$ cat config.mk
export PLATFORM = sky130hd
export DESIGN_NAME = ci_test_monitor
export DESIGN_NICKNAME = d
export VERILOG_FILES = /design/src/rtl/ci_test_monitor.sv
export SDC_FILE = /design/constraint.sdc
export NUM_CORES = 1
export LEC_CHECK = 0
export CAP_MARGIN = 25
export CORE_UTILIZATION = 45
export DETAILED_ROUTE_END_ITERATION = 10
export HOLD_SLACK_MARGIN = 0.02
export PLACE_DENSITY = 0.82
export RECOVER_POWER = 50
export SYNTH_ARGS = -nofsm -noshare
export SYNTH_HDL_FRONTEND = slang
export SYNTH_SLANG_ARGS = --single-unit
$ cat constraint.sdc
create_clock -name CLK -period 4.55 [get_ports CLK]
set_input_delay 1.1375 -clock CLK [delete_from_list [all_inputs] [get_ports CLK]]
set_output_delay 1.1375 -clock CLK [all_outputs]
set_load 0.005 [all_outputs]
$ cat src/rtl/ci_test_monitor.sv
// End-of-test monitor: watches per-channel ecall commits, checks result against PASS_VAL,
// runs an absolute/idle watchdog, and latches a PASS/FAIL/TIMEOUT verdict (1-cycle, registered).
module ci_test_monitor #(
  parameter int NCH = 2,
  parameter int DW  = 64,
  parameter logic [DW-1:0] PASS_VAL = DW'(1),
  parameter int TW  = 32,
  parameter int CW  = (NCH > 1) ? $clog2(NCH) : 1
) (
  input  logic              CLK,
  input  logic              RST,
  input  logic              start,
  input  logic              wd_mode,
  input  logic [TW-1:0]     wd_limit,
  input  logic [NCH-1:0]    commit_vld,
  input  logic [NCH-1:0]    ecall_vld,
  input  logic [NCH*DW-1:0] result,
  output logic              busy,
  output logic              done,
  output logic [1:0]        status,
  output logic [NCH-1:0]    ch_done,
  output logic [CW-1:0]     fail_ch,
  output logic [DW-1:0]     fail_val,
  output logic [TW-1:0]     cycle_cnt
);

  typedef enum logic [1:0] {S_IDLE, S_RUN, S_DONE} state_t;

  state_t        state;
  logic          mode_q;
  logic [TW-1:0] limit_q;
  logic [TW-1:0] idle_cnt;

  logic [NCH-1:0] new_ecall;
  logic [NCH-1:0] fail_vec;
  logic           any_fail;
  logic           all_done;
  logic           activity;
  logic           timeout;
  logic [CW-1:0]  fail_idx;
  logic [DW-1:0]  fail_res;
  logic [TW-1:0]  wd_cnt;

  always_comb begin
    new_ecall = ecall_vld & ~ch_done;
    fail_vec  = '0;
    fail_idx  = '0;
    fail_res  = '0;
    for (int i = 0; i < NCH; i++)
      fail_vec[i] = new_ecall[i] && (result[i*DW +: DW] != PASS_VAL);
    // Walk downward so the lowest failing index is the one left standing.
    for (int i = NCH - 1; i >= 0; i--) begin
      if (fail_vec[i]) begin
        fail_idx = CW'(i);
        fail_res = result[i*DW +: DW];
      end
    end
    any_fail = |fail_vec;
    all_done = &(ch_done | new_ecall);
    activity = |commit_vld || |ecall_vld;
    wd_cnt   = mode_q ? idle_cnt : cycle_cnt;
    // In idle mode an edge with progress is not an idle edge, so it cannot expire.
    timeout  = (limit_q != '0) && (wd_cnt == limit_q - TW'(1)) && !(mode_q && activity);
  end

  always_ff @(posedge CLK) begin
    if (RST) begin
      state     <= S_IDLE;
      busy      <= 1'b0;
      done      <= 1'b0;
      status    <= 2'b00;
      ch_done   <= '0;
      fail_ch   <= '0;
      fail_val  <= '0;
      cycle_cnt <= '0;
      idle_cnt  <= '0;
      mode_q    <= 1'b0;
      limit_q   <= '0;
    end else if (start) begin
      state     <= S_RUN;
      busy      <= 1'b1;
      done      <= 1'b0;
      status    <= 2'b00;
      ch_done   <= '0;
      fail_ch   <= '0;
      fail_val  <= '0;
      cycle_cnt <= '0;
      idle_cnt  <= '0;
      mode_q    <= wd_mode;
      limit_q   <= wd_limit;
    end else if (state == S_RUN) begin
      ch_done <= ch_done | new_ecall;
      if (any_fail || all_done || timeout) begin
        state <= S_DONE;
        busy  <= 1'b0;
        done  <= 1'b1;
        if (any_fail) begin
          status   <= 2'b10;
          fail_ch  <= fail_idx;
          fail_val <= fail_res;
        end else if (all_done) begin
          status <= 2'b01;
        end else begin
          status <= 2'b11;
        end
      end else begin
        if (!(&cycle_cnt)) cycle_cnt <= cycle_cnt + TW'(1);
        if (activity)           idle_cnt <= '0;
        else if (!(&idle_cnt))  idle_cnt <= idle_cnt + TW'(1);
      end
    end
  end

endmodule

==> flow_metrics.env <==
export IMPL_syn_avg_cell_area_um2=8.61
export IMPL_period_needed_ps=4180
export IMPL_dp_hpwl_mm=24.9
export IMPL_rsz0062_at_grt="false"
export IMPL_die_x_um=142
export IMPL_r2r_slack_ps=370
export IMPL_synthesis_instances=1029
export IMPL_cpMostUsedCell="nor4_1"
export IMPL_drv_cap=1
export IMPL_fin_nets=1456
export IMPL_endpoint_kind="flip-flop"
export IMPL_period_share_pct=91.9
export IMPL_yosysMostFrequentCell="dfxtp_1"
export IMPL_min_to="fail_val[18]"
export IMPL_root_buffer="clkbuf_16"
export IMPL_first_pass_iters=6
export IMPL_design_area_um2=12500
export IMPL_min_path_cells=2
export IMPL_fin_skew_ps=14.7
export IMPL_netlist_area_leader_share_pct=38.0
export IMPL_ys_warn_count=0
export IMPL_hold_viol=0
export IMPL_path_clk_slew_ps=70
export IMPL_row_count=50
export IMPL_grt_pass1_wl_mm=49.9
export IMPL_finalPower_w=0.00359
export IMPL_drive_above_1_share_pct=6.71
export IMPL_leakagePower_nw=4.52
export IMPL_crit_path_start_kind="flip-flop"
export IMPL_numCtsBuffers=17
export IMPL_area_delta_synth_final_pct=40.9
export IMPL_gr_usage_all_layers_pct=32.1
export IMPL_cts_sinks=168
export IMPL_ir_worst_vdd_mv=0.262
export IMPL_fp_dieH_um=142
export IMPL_use_met3_pct=6.19
export IMPL_routabilityCongestion=0.917
export IMPL_worst_endpoint_arrival_ps=4540
export IMPL_maxSlewViolCount=41
export IMPL_core_area_um2=19000
export IMPL_drt_iter0_markers=1058
export IMPL_worst_pin_slew_ps=1740
export IMPL_cts_max_level=4
export IMPL_power_density_nw_per_um2=288
export IMPL_holdBufCountCts=0
export IMPL_ys_seq_elements=168
export IMPL_grt_pass1_vias=9148
export IMPL_die_area_um2=20300
export IMPL_clk_latency_ps=440
export IMPL_wl_per_cell_um=21.0
export IMPL_outcome="finished with violations"
export IMPL_numPortBuffers=270
export IMPL_netlist_area_um2=8860
export IMPL_cts_tree="done"
export IMPL_seq_area_frac_synth_pct=38.0
export IMPL_synth_flop_cell="dfxtp_1"
export IMPL_grtUsageMet1_pct=41.1
export IMPL_ff2ff_path_depth=12
export IMPL_io_pins=271
export IMPL_via_per_inst=6.26
export IMPL_ys_types=64
export IMPL_antenna_found_initial=0
export IMPL_violations="capacitance limit, slew limit"
export IMPL_slew_headroom_pct=-15.8
export IMPL_vias=9751
export IMPL_crit_path_max_fanout=16
export IMPL_crit_slowest_cell="nor4_1"
export IMPL_placed_cell_area_um2=11900
export IMPL_max_stage_delay_ps=600
export IMPL_wirelength_mm=32.6
export IMPL_min_from="fail_val[18]"
export IMPL_syn_nets=1201
export IMPL_start_util_pct=46.6
export IMPL_hp_class="reg2reg"
export IMPL_rr_endpoint="cycle_cnt[6]"
export IMPL_worstSetupPathType="reg2reg"
export IMPL_grt_overflow_total=0
export IMPL_synth_top_area_cell="dfxtp_1"
export IMPL_rr_startpoint="limit_q[0]"
export IMPL_grt_max_degree=65
export IMPL_setup_violations_final=0
export IMPL_synthTopCellsByCount="dfxtp_1 (168), nor2_1 (139), mux2i_1 (67)"
export IMPL_async_flop_share_pct=0
export IMPL_drc_errors=0
export IMPL_grt_busiest_layer="met2"
export IMPL_met2_usage_pct=52.8
export IMPL_diodes=0
export IMPL_synth_edf_count=0
export IMPL_ant_nets=0
export IMPL_worstPathCellList="inv_1, ha_1, or3b_2, nor4_1, nor4b_1, xor2_1, nor4_1, nand4_4, and2_1, buf_4, a21o_1, a21oi_1"
export IMPL_clock_path_buffers=2
export IMPL_cts_resized=0
export IMPL_required_ps=4910
export IMPL_post_cts_buffers=0
export IMPL_fmax_mhz=239
export IMPL_synthTopCellsByArea="dfxtp_1 (38%), mux2i_1 (7.6%), nor2_1 (5.9%)"
cells in the final DEF, fill, tap and decap left out, types with 4 or more instances in the layout:
cell type,synthesis,routed
xor2_1,26,26
o31ai_1,16,16
a221oi_1,22,22
and4_1,6,6
o211ai_1,5,5
o41ai_1,4,4
nand2_1,49,49
nand3b_1,4,4
o21ai_0,17,17
or4_1,25,25
nor3_1,40,39
o21ai_1,8,7
and3_1,9,9
dfxtp_1,168,167
nand3_1,28,28
dlygate4sd3_1,0,101
buf_4,1,34
clkdlybuf4s50_1,0,168
nor2_1,139,139
ha_1,4,4
o31a_1,4,4
a21oi_1,43,43
inv_1,15,15
or3_1,32,32
a211oi_1,4,4
o21a_1,4,4
and2_1,6,6
nor4_1,56,56
clkbuf_16,0,17
mux2i_1,67,67
nand4_1,28,28
xnor2_1,31,31
nor2b_1,4,4
a222oi_1,42,42
metrics by stage:
stage	hold WS (ps)	cells	worst slack, ps	TNS, ps	util, %
2_1_floorplan	460	1029	722	0	-
3_3_place_gp	477	1525	14.8	0	62.4
3_5_place_dp	487	1525	-43.8	-142	62.4
4_1_cts	496	1557	380	0	65.6
5_1_grt	512	1557	112	0	65.6
6_report	492	1557	370	0	65.6
routing by layer:
metal / share of wire [%] / vias to the layer above
met4: 3.3 / 0
li1: - / 4467
met5: 0 / -
met2: 48 / 514
met3: 8.4 / 72
met1: 40 / 4698
worst max-delay path by stage:
stage                     slack, ps            end  startpoint
after floorplan                 720  cycle_cnt[23]  result[34]
after global placement           10  cycle_cnt[20]  result[78]
after detailed placement        -40   idle_cnt[20]  result[78]
after CTS                       380   idle_cnt[20]  result[78]
after global routing            110   idle_cnt[20]  result[95]
final                           370   cycle_cnt[6]  limit_q[0]
power by group:
part	internal (W)	leakage, nW	switching, W
combinational	0.000282	2.87	0.000254
clock	0.000841	0.291	0.000668
sequential	0.00150	1.36	0.0000426
cells by family (layout without fill, tap and decap cells):
logic type               count (synthesis)  in the layout  share of synthesized area, %
buffers and inverters                   86            354                          4.39
AO/OA/AOI/OAI                          194            194                          16.4
XOR/XNOR                                58             58                          5.89
adder cells (fa/ha/maj)                  4              4                         0.565
multiplexers                            69             69                          7.82
flip-flops                             168            168                          38.0
AND/OR/NAND/NOR                        450            450                          27.0
flip-flops by register name, summed over array words and instances (netlist names), 2 cells and up:
signal	count
idle_cnt	32
ch_done	2
status	2
state	2
fail_val	64
limit_q	32
cycle_cnt	32
worst max-delay path, delay by kind of cell (launching register included):
family	cells	cell delay, ps
compound gates	2	300
fa+ha+maj	1	210
xor+xnor	1	140
simple gates	6	2820
buf+inv	2	290
flops	1	330
area by class of cell:
type                       count  area [um^2]
clock buffer                  19          443
clock inverter                13          163
fill                        1593         6540
inverter                      15         56.3
multi-input combinational    775         5130
sequential                   168         3360
tap                          260          325
timing repair buffer         307         3000
(Power assumes the default switching activity.)
